$ cat config.mk
export PLATFORM = sky130hd
export DESIGN_NAME = spi_slave_fifo
export DESIGN_NICKNAME = d
export VERILOG_FILES = /design/src/rtl/spi_slave_fifo.sv
export SDC_FILE = /design/constraint.sdc
export NUM_CORES = 1
export LEC_CHECK = 0
export ABC_AREA = 1
export CORE_ASPECT_RATIO = 0.6
export CORE_MARGIN = 3
export CORE_UTILIZATION = 45
export DETAILED_ROUTE_END_ITERATION = 8
export PLACE_DENSITY = 0.66
export SYNTH_ARGS = -nofsm -noshare
export SYNTH_HDL_FRONTEND = slang
export SYNTH_SLANG_ARGS = --single-unit
$ cat constraint.sdc
create_clock -name clk -period 1.9 [get_ports clk]
set_clock_uncertainty 0.1 [all_clocks]
set_input_delay 0.38 -clock clk [delete_from_list [all_inputs] [get_ports clk]]
set_output_delay 0.38 -clock clk [all_outputs]
set_load 0.05 [all_outputs]
$ cat src/rtl/spi_slave_fifo.sv
// SPI slave with TX and RX word FIFOs on the system clock side.
// SCK, CS_N and MOSI are oversampled on clk. Edges come from synchronizer
// stages 2 and 3. All serial activity is gated by the synchronized chip select.

// Small synchronous FIFO with show-ahead head. A push into a full FIFO is
// accepted only when a pop happens in the same cycle.
module spi_slave_fifo_buf #(
  parameter int W     = 8,
  parameter int DEPTH = 4
) (
  input  logic         clk,
  input  logic         rst,
  input  logic         push_i,
  input  logic [W-1:0] din_i,
  input  logic         pop_i,
  output logic [W-1:0] dout_o,
  output logic         full_o,
  output logic         empty_o
);
  localparam int AW = $clog2(DEPTH);

  logic [W-1:0]  mem_q [DEPTH];
  logic [AW-1:0] wr_q, rd_q;
  logic [AW:0]   cnt_q;
  logic          do_push, do_pop;

  assign full_o  = (cnt_q == (AW+1)'(DEPTH));
  assign empty_o = (cnt_q == '0);
  assign do_push = push_i & (~full_o | pop_i);
  assign do_pop  = pop_i & ~empty_o;
  assign dout_o  = mem_q[rd_q];

  // Storage write; contents need no reset since the count gates visibility
  always_ff @(posedge clk) begin
    if (do_push) mem_q[wr_q] <= din_i;
  end

  // Pointer and occupancy bookkeeping
  always_ff @(posedge clk) begin
    if (rst) begin
      wr_q  <= '0;
      rd_q  <= '0;
      cnt_q <= '0;
    end else begin
      if (do_push) wr_q <= wr_q + AW'(1);
      if (do_pop)  rd_q <= rd_q + AW'(1);
      case ({do_push, do_pop})
        2'b10:   cnt_q <= cnt_q + (AW+1)'(1);
        2'b01:   cnt_q <= cnt_q - (AW+1)'(1);
        default: cnt_q <= cnt_q;
      endcase
    end
  end
endmodule

module spi_slave_fifo #(
  parameter int WORD_BITS  = 8,
  parameter int FIFO_DEPTH = 4,
  parameter int CPOL       = 0,
  parameter int CPHA       = 0,
  parameter int LSB_FIRST  = 0
) (
  input  logic                 clk,
  input  logic                 rst,
  input  logic                 sck,
  input  logic                 cs_n,
  input  logic                 mosi,
  output logic                 miso,
  output logic                 miso_oe,
  input  logic [WORD_BITS-1:0] tx_data,
  input  logic                 tx_valid,
  output logic                 tx_ready,
  output logic [WORD_BITS-1:0] rx_data,
  output logic                 rx_valid,
  input  logic                 rx_ready,
  output logic                 rx_overflow,
  output logic                 tx_underrun,
  output logic                 busy
);
  localparam int W  = WORD_BITS;
  localparam int CW = $clog2(WORD_BITS);

  // Synchronizers: index 0 is the first flop
  logic [2:0] sck_q, cs_q;
  logic [1:0] mosi_q;
  // Set once CS has been seen inactive after reset, so a CS held low through
  // reset cannot start a word.
  logic       arm_q;

  logic cs_act, cs_fall;
  logic sck_rise, sck_fall, lead_e, trail_e, samp_e, shift_e, load_e;

  logic [CW-1:0] bit_cnt_q;
  logic [W-1:0]  rx_sh_q, rx_next_d;
  logic          done_q;
  logic          word_end;

  logic [W-1:0]  tx_sh_q, tx_head;
  logic          tx_full, tx_empty, tx_push, tx_pop;
  logic [W-1:0]  rx_head;
  logic          rx_full, rx_empty, rx_pop;
  logic          ovf_q, und_q;

  // Input synchronizers and the post-reset arm flag
  always_ff @(posedge clk) begin
    if (rst) begin
      sck_q  <= '0;
      cs_q   <= '0;
      mosi_q <= '0;
      arm_q  <= 1'b0;
    end else begin
      sck_q  <= {sck_q[1:0], sck};
      cs_q   <= {cs_q[1:0], cs_n};
      mosi_q <= {mosi_q[0], mosi};
      if (cs_q[1]) arm_q <= 1'b1;
    end
  end

  assign cs_act   = arm_q & ~cs_q[1];
  assign cs_fall  = cs_act & cs_q[2];
  assign sck_rise = sck_q[1] & ~sck_q[2];
  assign sck_fall = ~sck_q[1] & sck_q[2];
  assign lead_e   = (CPOL != 0) ? sck_fall : sck_rise;
  assign trail_e  = (CPOL != 0) ? sck_rise : sck_fall;
  assign samp_e   = cs_act & ((CPHA != 0) ? trail_e : lead_e);
  assign shift_e  = cs_act & ((CPHA != 0) ? lead_e : trail_e);

  // CPHA=0 preloads at CS assertion and after each word; CPHA=1 loads on the
  // first shift edge of every word.
  assign load_e = (CPHA != 0) ? (shift_e & (bit_cnt_q == '0))
                              : (cs_fall | (shift_e & done_q));

  assign rx_next_d = (LSB_FIRST != 0) ? {mosi_q[1], rx_sh_q[W-1:1]}
                                      : {rx_sh_q[W-2:0], mosi_q[1]};
  assign word_end  = samp_e & (bit_cnt_q == CW'(W-1));

  // Receive shifter and bit counter; partial words die with CS
  always_ff @(posedge clk) begin
    if (rst || !cs_act) begin
      bit_cnt_q <= '0;
      rx_sh_q   <= '0;
      done_q    <= 1'b0;
    end else begin
      if (samp_e) begin
        rx_sh_q   <= rx_next_d;
        bit_cnt_q <= word_end ? '0 : bit_cnt_q + CW'(1);
      end
      if (word_end)     done_q <= 1'b1;
      else if (shift_e) done_q <= 1'b0;
    end
  end

  assign tx_push = tx_valid & tx_ready;
  assign tx_pop  = load_e & ~tx_empty;

  // Transmit shifter; a loaded word is dropped, not returned, when CS ends
  always_ff @(posedge clk) begin
    if (rst || !cs_act) begin
      tx_sh_q <= '0;
    end else if (load_e) begin
      tx_sh_q <= tx_empty ? '0 : tx_head;
    end else if (shift_e) begin
      tx_sh_q <= (LSB_FIRST != 0) ? (tx_sh_q >> 1) : (tx_sh_q << 1);
    end
  end

  assign rx_pop = rx_ready & ~rx_empty & ~rst;

  // Single-cycle event pulses
  always_ff @(posedge clk) begin
    if (rst) begin
      ovf_q <= 1'b0;
      und_q <= 1'b0;
    end else begin
      ovf_q <= word_end & rx_full & ~rx_pop;
      und_q <= load_e & tx_empty;
    end
  end

  spi_slave_fifo_buf #(.W(W), .DEPTH(FIFO_DEPTH)) u_tx_fifo (
    .clk     (clk),
    .rst     (rst),
    .push_i  (tx_push),
    .din_i   (tx_data),
    .pop_i   (tx_pop),
    .dout_o  (tx_head),
    .full_o  (tx_full),
    .empty_o (tx_empty)
  );

  spi_slave_fifo_buf #(.W(W), .DEPTH(FIFO_DEPTH)) u_rx_fifo (
    .clk     (clk),
    .rst     (rst),
    .push_i  (word_end),
    .din_i   (rx_next_d),
    .pop_i   (rx_pop),
    .dout_o  (rx_head),
    .full_o  (rx_full),
    .empty_o (rx_empty)
  );

  // Outputs are forced to idle values for the whole reset window
  assign busy        = ~rst & cs_act;
  assign miso_oe     = busy;
  assign miso        = busy & ((LSB_FIRST != 0) ? tx_sh_q[0] : tx_sh_q[W-1]);
  assign tx_ready    = ~rst & ~tx_full;
  assign rx_valid    = ~rst & ~rx_empty;
  assign rx_data     = rst ? '0 : rx_head;
  assign rx_overflow = ~rst & ovf_q;
  assign tx_underrun = ~rst & und_q;
endmodule
==> impl_metrics.json <==
{
  "grt_max_degree": 30,
  "cts_max_path_buffers": 2,
  "cts_tree": "built",
  "hold_viol_final": 0,
  "setup_tns_ps": -269,
  "fmax_mhz": 506,
  "r2r_slack_ps": -30,
  "antenna_found_initial": 0,
  "drtPass1Iterations": 4,
  "portBuffers": 29,
  "clk_pin_slew_ps": 70,
  "register_area_mm2": 0.00289,
  "yosysUniqueCellTypes": 28,
  "vias_per_cell": 4.81,
  "period_needed_ps": 1980,
  "timing_worst_slew_pin_value_ps": 518,
  "dieHeight_um": 84.9,
  "crit_path_max_fanout": 12,
  "crit_required_ps": 1420,
  "cts-buffers-inserted": 9,
  "path_cells": "buf_12, nor2_1, nor2_1, o21ai_1, a21oi_2, buf_12",
  "initial_utilization_pct": 46.8,
  "die_area_mm2": 0.0117,
  "crit_path_top_delay_cell": "dfxtp_4",
  "syn_to_final_growth_pct": 30.1,
  "hpwl_um": 6250,
  "finalCritPeriodShare_pct": 104,
  "worstSkewPairLatency_ps": 350,
  "met3_usage_pct": 4.50,
  "finalSetupViolCount": 12,
  "syn_nets": 500,
  "fillCellCount": 838,
  "slew_headroom_pct": 65.4,
  "total_power_mw": 4.63,
  "regToRegEndpoint": "u_rx_fifo.cnt_q[1]",
  "busiest_layer": "met2",
  "synth_area_per_cell_um2": 9.92,
  "rsz0062_at_grt": "yes",
  "core_mm2": 0.00998,
  "holdPathEnd": "cs_q[1]",
  "grt_pass1_vias": 3281,
  "postCtsHoldBufs": 0,
  "drive_gt1_share_pct": 25.4,
  "post-route-drc-count": 0,
  "route.vias.total": 3307,
  "critPathArrivalTime_ps": 1500,
  "diodes": 0,
  "rr_worst_depth": 11,
  "met1_usage_pct": 24.3,
  "ys_seq_elements": 112,
  "routed_wl_um": 9220,
  "gpl.final_weighted_congestion": 0.805,
  "drt-initial-drc-count": 293,
  "grt-ovfl-total": 0,
  "hold_class": "reg2reg",
  "min_path_cells": 2,
  "multi_input_area_mm2": 0.00160,
  "peakVddDrop_uv": 415,
  "dp.cells": 657,
  "max_stage_delay_ps": 400,
  "synth.cell_area_mm2": 0.00467,
  "cp-start-kind": "flop",
  "ys_seq_area_share_pct": 61.7,
  "failed_checks": "setup timing",
  "ys_warn_count": 0,
  "wl_per_cell_um": 13.4,
  "met2_usage_pct": 24.9,
  "fin_ws_ps": -75.4,
  "finalMaxSlewViolations": 0,
  "r2r-start": "bit_cnt_q[0]",
  "instances_no_fill": 687,
  "layout_commonest_cell": "nor2_1",
  "min-delay-start": "cs_q[0]",
  "grt_pass1_wl_um": 15400,
  "maxCapViolCount": 0,
  "grt_use_total_pct": 16.9,
  "ant_nets": 0,
  "cts_max_level": 3,
  "status": "complete, but fails checks",
  "die_x_um": 138,
  "p_leak_nw": 2.34,
  "rows": 28,
  "most-common-layout-cells": "nor2_1, edfxtp_1, inv_1, nand2_1, buf_4",
  "root_buffer": "clkbuf_16",
  "crit_path_end_kind": "primary output",
  "synthCells": 471,
  "path_class": "reg2out",
  "final_nets": 576,
  "io_pins": 30,
  "cts_sinks": 112,
  "power_density_mw_per_mm2": 762
}
[registers in the layout, indices dropped and copies added, names as in the netlist, 3 cells and up, named ones only]
register         flops
u_rx_fifo.mem_q     32
u_tx_fifo.mem_q     32
tx_sh_q              8
rx_sh_q              7
bit_cnt_q            3
cs_q                 3
sck_q                3
u_rx_fifo.cnt_q      3
u_tx_fifo.cnt_q      3
[final cells by class]
class / instances / area share (%)
clock buffer: 9 / 3.71
timing repair buffer: 82 / 14.4
clock inverter: 7 / 1.03
tap: 135 / 2.78
multi-input combinational: 278 / 26.3
inverter: 64 / 4.24
sequential: 112 / 47.6
[stage by stage]
step                hold slack (ps)  util (%)  cell area (µm²)  setup slack, ps
CTS                             296      60.0             5990            -83.8
global placement                292      55.4             5530             -405
detailed placement              293      55.4             5530             -535
finish                          295      60.9             6080            -75.4
global route                    314      60.9             6080             -151
floorplan                       288         -             4740             -184
[worst max-delay path, delay by kind of cell, from the launching register on]
family                 cells  cell delay (ps)
DFF                        1              400
AOI/OAI and AO/OA          2              310
buffers and inverters      2              300
and+or+nand+nor            2              150
[worst max path at each step]
stage / to / depth (start not counted)
2_1_floorplan: rx_data[3] / 5
3_3_place_gp: u_rx_fifo.cnt_q[2] / 10
3_5_place_dp: u_rx_fifo.cnt_q[2] / 10
4_1_cts: miso / 8
5_1_grt: rx_data[3] / 6
6_report: rx_data[3] / 6
[Yosys cell counts, drive strengths merged]
cell type	count	area share [%]
o21ai	46	4.9
xor2	2	0.38
fa	2	0.86
a21oi	35	3.8
nand2	52	4.4
nand4	1	0.13
dfxtp	48	21
edfxtp	64	41
o211ai	9	1.4
buf	13	2.0
ha	12	3.2
clkbuf	4	0.32
nor2	97	8.7
a31oi	1	0.13
nand3	18	2.4
inv	64	5.1
nor3	3	0.43
[report_power, final]
group | switching, mW | internal (mW)
Combinational | 0.121 | 0.105
Clock | 0.895 | 0.920
Sequential | 0.0118 | 2.58
Total | 1.03 | 3.60
[layer usage]
| layer | share of wire, % | vias to the layer above | routed length (µm) |
|---|---|---|---|
| li1 | - | 1702 | - |
| met1 | 48 | 1526 | 4440 |
| met2 | 45 | 62 | 4110 |
| met3 | 5.5 | 17 | 508 |
| met4 | 1.7 | 0 | 161 |
| met5 | 0 | - | 0 |
[cell families after synthesis]
kind of cell / count (synthesis) / synth area share, %
AND/OR/NAND/NOR: 171 / 16.0
flip-flops: 112 / 61.7
AO/OA/AOI/OAI: 91 / 10.3
buffers and inverters: 81 / 7.50
adder cells (fa/ha/maj): 14 / 4.07
XOR/XNOR: 2 / 0.375
[timing repair]
action | CTS | global route
endpoints found under the setup margin | 17 | 47
pin swaps | 15 | 12
endpoints found under the hold margin | 0 | 0
gates resized for setup | 32 | 28
setup buffers | 12 | 2
Note: power is estimated with default switching activity, not from simulation.
